==> config.mk <==
export PLATFORM = sky130hd
export DESIGN_NAME = axis_pkt_gen
export DESIGN_NICKNAME = d
export VERILOG_FILES = /design/src/rtl/axis_pkt_gen.sv
export SDC_FILE = /design/constraint.sdc
export NUM_CORES = 1
export LEC_CHECK = 0
export CORE_ASPECT_RATIO = 1.4
export CORE_UTILIZATION = 48
export CTS_CLUSTER_DIAMETER = 40
export CTS_CLUSTER_SIZE = 25
export DETAILED_ROUTE_END_ITERATION = 10
export PLACE_DENSITY_LB_ADDON = 0.2
export SLEW_MARGIN = 10
export SYNTH_ARGS = -nofsm -noshare
export SYNTH_HDL_FRONTEND = slang
export SYNTH_SLANG_ARGS = --single-unit
==> constraint.sdc <==
create_clock -name clk -period 5.65 [get_ports clk]
set_input_delay 1.13 -clock clk [delete_from_list [all_inputs] [get_ports clk]]
set_output_delay 1.13 -clock clk [all_outputs]
set_load 0.03 [all_outputs]
==> src/rtl/axis_pkt_gen.sv <==
// ---------------------------------------------------------------------------
// axis_pkt_gen
//   Packet source on a 64-bit keep/last stream. It emits a programmed number
//   of fixed-length packets whose bytes follow a deterministic pattern:
//   payload byte i of packet p is (p[7:0] + i) mod 256. A checker can
//   therefore predict every byte from (packet index, byte offset) alone.
//   A run is only started while aux_resetn is high. Dropping aux_resetn
//   mid-run lets the current packet finish and then ends the run as aborted.
//
// Build option
//   PKTGEN_HDR_EN  when defined, each packet is preceded by one header beat:
//                  {16'hA5A5, 16'h0000, packet index[15:0], pkt_len[15:0]},
//                  KEEP=8'hFF, LAST=0. When undefined, only payload beats
//                  are sent.
//
// Parameters
//   DATA_WIDTH  stream width in bits (only 64 is supported)
//   LEN_W       width of pkt_len, also the payload offset counter (>= 8)
//   CNT_W       width of pkt_count / pkt_sent (>= 8)
//   IDLE_GAP    VALID-low cycles between packets (none before the first)
//
// Ports
//   clk, rst          clock, synchronous active-high reset
//   aux_resetn        1 = start permitted; 0 during a run = stop after packet
//   start             start request, honoured only in IDLE
//   pkt_count/pkt_len packets per run / payload bytes per packet (latched)
//   busy              high from start acceptance until the done cycle
//   done              one-cycle end-of-run pulse
//   aborted           run was stopped by aux_resetn (valid with/after done)
//   pkt_sent          packets fully accepted in the current or last run
//   stream_out_*      DATA/KEEP/LAST/VALID out, READY in
// ---------------------------------------------------------------------------
module axis_pkt_gen #(
   parameter int DATA_WIDTH = 64,
   parameter int LEN_W      = 16,
   parameter int CNT_W      = 16,
   parameter int IDLE_GAP   = 0
) (
   input  logic                    clk,
   input  logic                    rst,
   input  logic                    aux_resetn,
   input  logic                    start,
   input  logic [CNT_W-1:0]        pkt_count,
   input  logic [LEN_W-1:0]        pkt_len,
   output logic                    busy,
   output logic                    done,
   output logic                    aborted,
   output logic [CNT_W-1:0]        pkt_sent,
   output logic [DATA_WIDTH-1:0]   stream_out_DATA,
   output logic [DATA_WIDTH/8-1:0] stream_out_KEEP,
   output logic                    stream_out_LAST,
   output logic                    stream_out_VALID,
   input  logic                    stream_out_READY
);

   localparam int KEEP_W = DATA_WIDTH / 8;
   localparam logic [15:0] GAP_LAST = (IDLE_GAP > 0) ? 16'(IDLE_GAP - 1) : 16'd0;

   typedef enum logic [2:0] {
      S_IDLE,
`ifdef PKTGEN_HDR_EN
      S_HDR,
`endif
      S_DATA,
      S_GAP,
      S_DONE
   } state_t;

   // Every packet begins here: the header when enabled, otherwise payload.
`ifdef PKTGEN_HDR_EN
   localparam state_t FIRST_ST = S_HDR;
`else
   localparam state_t FIRST_ST = S_DATA;
`endif

   state_t state, state_nxt;

   logic [CNT_W-1:0]  cnt_q;
   logic [LEN_W-1:0]  len_q;
   logic [LEN_W-1:0]  off_q;
   logic [15:0]       gap_q;

   logic [LEN_W-1:0]  rem;
   logic              beat_last;
   logic              xfer;
   logic              more;
   logic              accept;
   logic [7:0]        base;
   logic [DATA_WIDTH-1:0] pay_data;
   logic [KEEP_W-1:0]     pay_keep;

   // Bytes still owed in this packet; offset never passes len, so no wrap.
   assign rem       = len_q - off_q;
   assign beat_last = (rem <= LEN_W'(KEEP_W));
   assign xfer      = stream_out_VALID && stream_out_READY;
   // pkt_sent doubles as the index of the packet currently on the wire.
   assign more      = ((pkt_sent + CNT_W'(1)) != cnt_q);
   assign accept    = start && aux_resetn;
   assign base      = pkt_sent[7:0] + off_q[7:0];

   always_comb begin
      pay_data = '0;
      pay_keep = '0;
      for (int j = 0; j < KEEP_W; j++) begin
         pay_keep[j] = beat_last ? (LEN_W'(j) < rem) : 1'b1;
         pay_data[8*j +: 8] = pay_keep[j] ? (base + 8'(j)) : 8'h00;
      end
   end

   always_ff @(posedge clk) begin
      if (rst) state <= S_IDLE;
      else     state <= state_nxt;
   end

   always_comb begin
      state_nxt        = state;
      busy             = 1'b0;
      done             = 1'b0;
      stream_out_VALID = 1'b0;
      stream_out_DATA  = '0;
      stream_out_KEEP  = '0;
      stream_out_LAST  = 1'b0;
      case (state)
         S_IDLE: begin
            if (accept)
               state_nxt = (pkt_count == '0 || pkt_len == '0) ? S_DONE : FIRST_ST;
         end
`ifdef PKTGEN_HDR_EN
         S_HDR: begin
            busy             = 1'b1;
            stream_out_VALID = 1'b1;
            stream_out_KEEP  = '1;
            stream_out_DATA  = {16'hA5A5, 16'h0000, 16'(pkt_sent), 16'(len_q)};
            if (xfer) state_nxt = S_DATA;
         end
`endif
         S_DATA: begin
            busy             = 1'b1;
            stream_out_VALID = 1'b1;
            stream_out_DATA  = pay_data;
            stream_out_KEEP  = pay_keep;
            stream_out_LAST  = beat_last;
            if (xfer && beat_last) begin
               if (more && aux_resetn)
                  state_nxt = (IDLE_GAP == 0) ? FIRST_ST : S_GAP;
               else
                  state_nxt = S_DONE;
            end
         end
         S_GAP: begin
            busy = 1'b1;
            // Between packets there is nothing to finish, so stop right away.
            if (!aux_resetn)
               state_nxt = S_DONE;
            else if (gap_q == GAP_LAST)
               state_nxt = FIRST_ST;
         end
         S_DONE: begin
            done      = 1'b1;
            state_nxt = S_IDLE;
         end
         default: state_nxt = S_IDLE;
      endcase
   end

   always_ff @(posedge clk) begin
      if (rst) begin
         cnt_q    <= '0;
         len_q    <= '0;
         off_q    <= '0;
         gap_q    <= '0;
         pkt_sent <= '0;
         aborted  <= 1'b0;
      end else begin
         case (state)
            S_IDLE: begin
               if (accept) begin
                  cnt_q    <= pkt_count;
                  len_q    <= pkt_len;
                  off_q    <= '0;
                  gap_q    <= '0;
                  pkt_sent <= '0;
                  aborted  <= 1'b0;
               end
            end
            S_DATA: begin
               if (xfer) begin
                  if (beat_last) begin
                     off_q    <= '0;
                     gap_q    <= '0;
                     pkt_sent <= pkt_sent + CNT_W'(1);
                     if (!aux_resetn) aborted <= more;
                  end else begin
                     off_q <= off_q + LEN_W'(KEEP_W);
                  end
               end
            end
            S_GAP: begin
               gap_q <= gap_q + 16'd1;
               if (!aux_resetn) aborted <= 1'b1;
            end
            default: ;
         endcase
      end
   end

endmodule
==> impl_results.md <==
* Hold path start: len_q[11]$_SDFFE_PP0P_
* Syn_nets at 957
* MaxCap Viol Count at 0
* Clk pin slew, worst setup/hold paths at 0.06 ns
* Placed Cells at 1153
* Crit start category: flop
* Row count at 50
* Iteration-0 DRC count of the detailed router at 354
* Post-DP HPWL at 13700 um
* Library cells used by synthesis at 75
* GRT Util Overall at 0.268
* Initial antenna violation count at 0
* Number of synthesized register bits at 80
* WL/cell at 15.8 um
* Cell area after layout at 0.00823 mm^2
* Placed standard-cell area at 0.00791 mm^2
* Final number of max-transition violations at 0
* Final period util at 0.951
* Drt pass-1 iters at 5
* Worst slack at placement at 0.560 ns
* Skew-Pair Late Insertion Delay at 0.35 ns
* Crit end category: primary output
* Mapped Cells at 884
* Achievable frequency at 0.186 GHz
* CTS tree: built
* Peak VDD IR at 0.218 mV
* Fin crit period at 5.37 ns
* Flop pwr share at 0.261
* Status: completed
* Reg-to-Reg Start: pkt_sent[0]$_SDFFE_PP0P_
* Synth Flop Type: dfxtp_1
* Final Hold Vio Count at 0
* Reg-to-Reg End: state[1]$_SDFFE_PP0P_
* R2R Setup Slk at 2.07 ns
* Core area at 0.0133 mm^2
* Most frequent cells in the layout: 128 x clkdlybuf4s50_1, 125 x nand2_1, 80 x dfxtp_1, 71 x a21oi_1, 59 x nor2_1
* R2R cell count at 9
* Overflow after GRT at 0
* Setup TNS at 0 ns
* P_int at 1.42 mW
* Vias/cell at 5.71
* Die height at 140 um
* Crit path max fanout at 9
* Port bufs at 129
* Leak pwr at 3.06 nW
* Critical path class: reg -> out
* Clk_skew at 0.0104 ns
* I/O Pins at 130
* Initial core utilization at 0.491
* Ys Warns at 0
* Vias at 6668
* First-pass GRT wire length at 30000 um
* Post CTS Setup Buffer Count at 0
* CTS root buffer: clkbuf_16
* Worst EP arrival at 4.24 ns
* Setup violations, final at 0
* Slew @ Worst Pin at 0.754 ns
* Layout cells sized above 1 at 0.0527
* Switching Share at 0.410
* Largest net degree at the start of global routing at 55
* CTS Buf Count at 9
* TritonCTS sink count at 80
* Fin nets at 1055
* NetSw at 0.991 mW
* RSZ-0062 raised after global routing: false
* Die ar. at 0.0141 mm^2
* Area growth, synth to finish at 25.8%
* WL final at 18400 um
* Antenna diode count at 0
* Mapped Avg Cell Area at 7.40 um^2
* Placer Congestion at 0.919
* Clock power share at 0.258
* Pwr/cell area at 293 mW/mm^2
* Type of the worst min-delay path: reg -> reg
* DRC Markers at 0
* Worst Setup EP: stream_out_DATA[40]
* Sequential fraction of the synthesis area at 0.245
* Non-filler cells, final at 1168
* Max-slew headroom at 0.494
* DIE WIDTH at 101 um
* Max Root-Sink Buffers at 2
* Vias in the first global route at 6242
* Number of flops mapped to enable cells by yosys at 0
* # fillers at 1246
* CP Data Required Time at 4.52 ns
* Async SR Flop Fraction at 0
* CP Launch Point: off_q[6]$_SDFFE_PP0P_
* Final WS setup at 0.277 ns
* Commonest non-fill, non-tap cell in the layout: clkdlybuf4s50_1
* Cell area after synthesis at 0.00654 mm^2
* Routed Antenna Nets at 0
* CTS H-tree depth at 3
* Combinational power share at 0.481
## worst min path at each step
stage,end,slack [ns],depth (start not counted)
after floorplan,len_q[1]$_SDFFE_PP0P_,0.44,2
after global placement,len_q[1]$_SDFFE_PP0P_,0.45,2
after detailed placement,len_q[7]$_SDFFE_PP0P_,0.46,2
after CTS,len_q[7]$_SDFFE_PP0P_,0.46,2
after global routing,len_q[7]$_SDFFE_PP0P_,0.48,2
final,len_q[11]$_SDFFE_PP0P_,0.46,2
## final cells by class
cell class                 instances  area (um^2)  share of cell area
timing repair buffer             140         1370               0.166
multi-input combinational        712         4570               0.556
sequential                        80         1600               0.195
clock buffer                      10          229              0.0278
clock inverter                     5         81.3             0.00989
inverter                          39          146              0.0178
tap                              182          228              0.0277
## cells by family after synthesis
logic type,after synthesis,share of synthesized area
flip-flops,80,0.245
adder cells (fa/ha/maj),36,0.0689
AND/OR/NAND/NOR,412,0.331
AO/OA/AOI/OAI,179,0.184
other,2,0.00115
XOR/XNOR,76,0.102
multiplexers,7,0.0113
buffers and inverters,92,0.0576
## flip-flops by register name, summed over array words and instances (netlist names)
signal / cells
gap_q: 16
pkt_sent: 16
len_q: 16
state: 2
aborted: 1
off_q: 13
cnt_q: 16
## power groups by stage
stage	Combinational [mW]	Clock, mW	Sequential, mW
after floorplan	0.806	0	0.634
after global placement	1.14	0	0.640
after detailed placement	1.15	0	0.641
after CTS	1.16	0.632	0.629
after global routing	1.25	0.660	0.633
final	1.16	0.624	0.629
## synth_stat cells (14+ instances only)
master	number	share of area
clkbuf_1	34	0.020
and3_1	33	0.032
nor3_1	14	0.011
xor2_1	22	0.029
nand2_1	125	0.072
and2_1	33	0.032
nand4_1	20	0.019
dfxtp_1	80	0.24
nand3_1	33	0.025
o21ai_0	17	0.013
nor2_1	59	0.034
ha_1	36	0.069
or3_1	18	0.017
xnor2_1	54	0.072
inv_1	39	0.022
nor4_1	17	0.016
a21oi_1	71	0.054
## layer usage
layer  wire [um]  global-route usage  vias up
li1            -                   -     3328
met1        7490               0.306     3100
met2        9490               0.491      203
met3         979              0.0379       37
met4         457               0.108        0
met5           0                   0        -
## critical path, cell delays in order, from the launching register on
cell,delay [ns]
dfxtp_1,0.41
inv_1,0.11
ha_1,0.47
nand2_1,0.16
o311ai_2,0.39
nand2_1,0.09
o221a_2,0.32
nor3_4,0.29
and4_1,0.43
o21ai_1,0.31
and3_1,0.30
clkdlybuf4s50_1,0.59
## per-stage QoR
| step | hold WS (ns) | power [mW] | utilization |
|---|---|---|---|
| floorplan | 0.436 | 1.44 | - |
| global placement | 0.447 | 1.78 | 0.593 |
| detailed placement | 0.457 | 1.79 | 0.593 |
| CTS | 0.465 | 2.42 | 0.617 |
| global route | 0.480 | 2.55 | 0.617 |
| finish | 0.460 | 2.41 | 0.617 |
## timing repair
| action | 4_1_cts | 5_1_grt |
|---|---|---|
| hold buffers | 0 | 0 |
| setup endpoints to repair | 0 | 27 |
| resized for setup | 0 | 1 |
No activity file was read; power rests on OpenSTA's default activity.
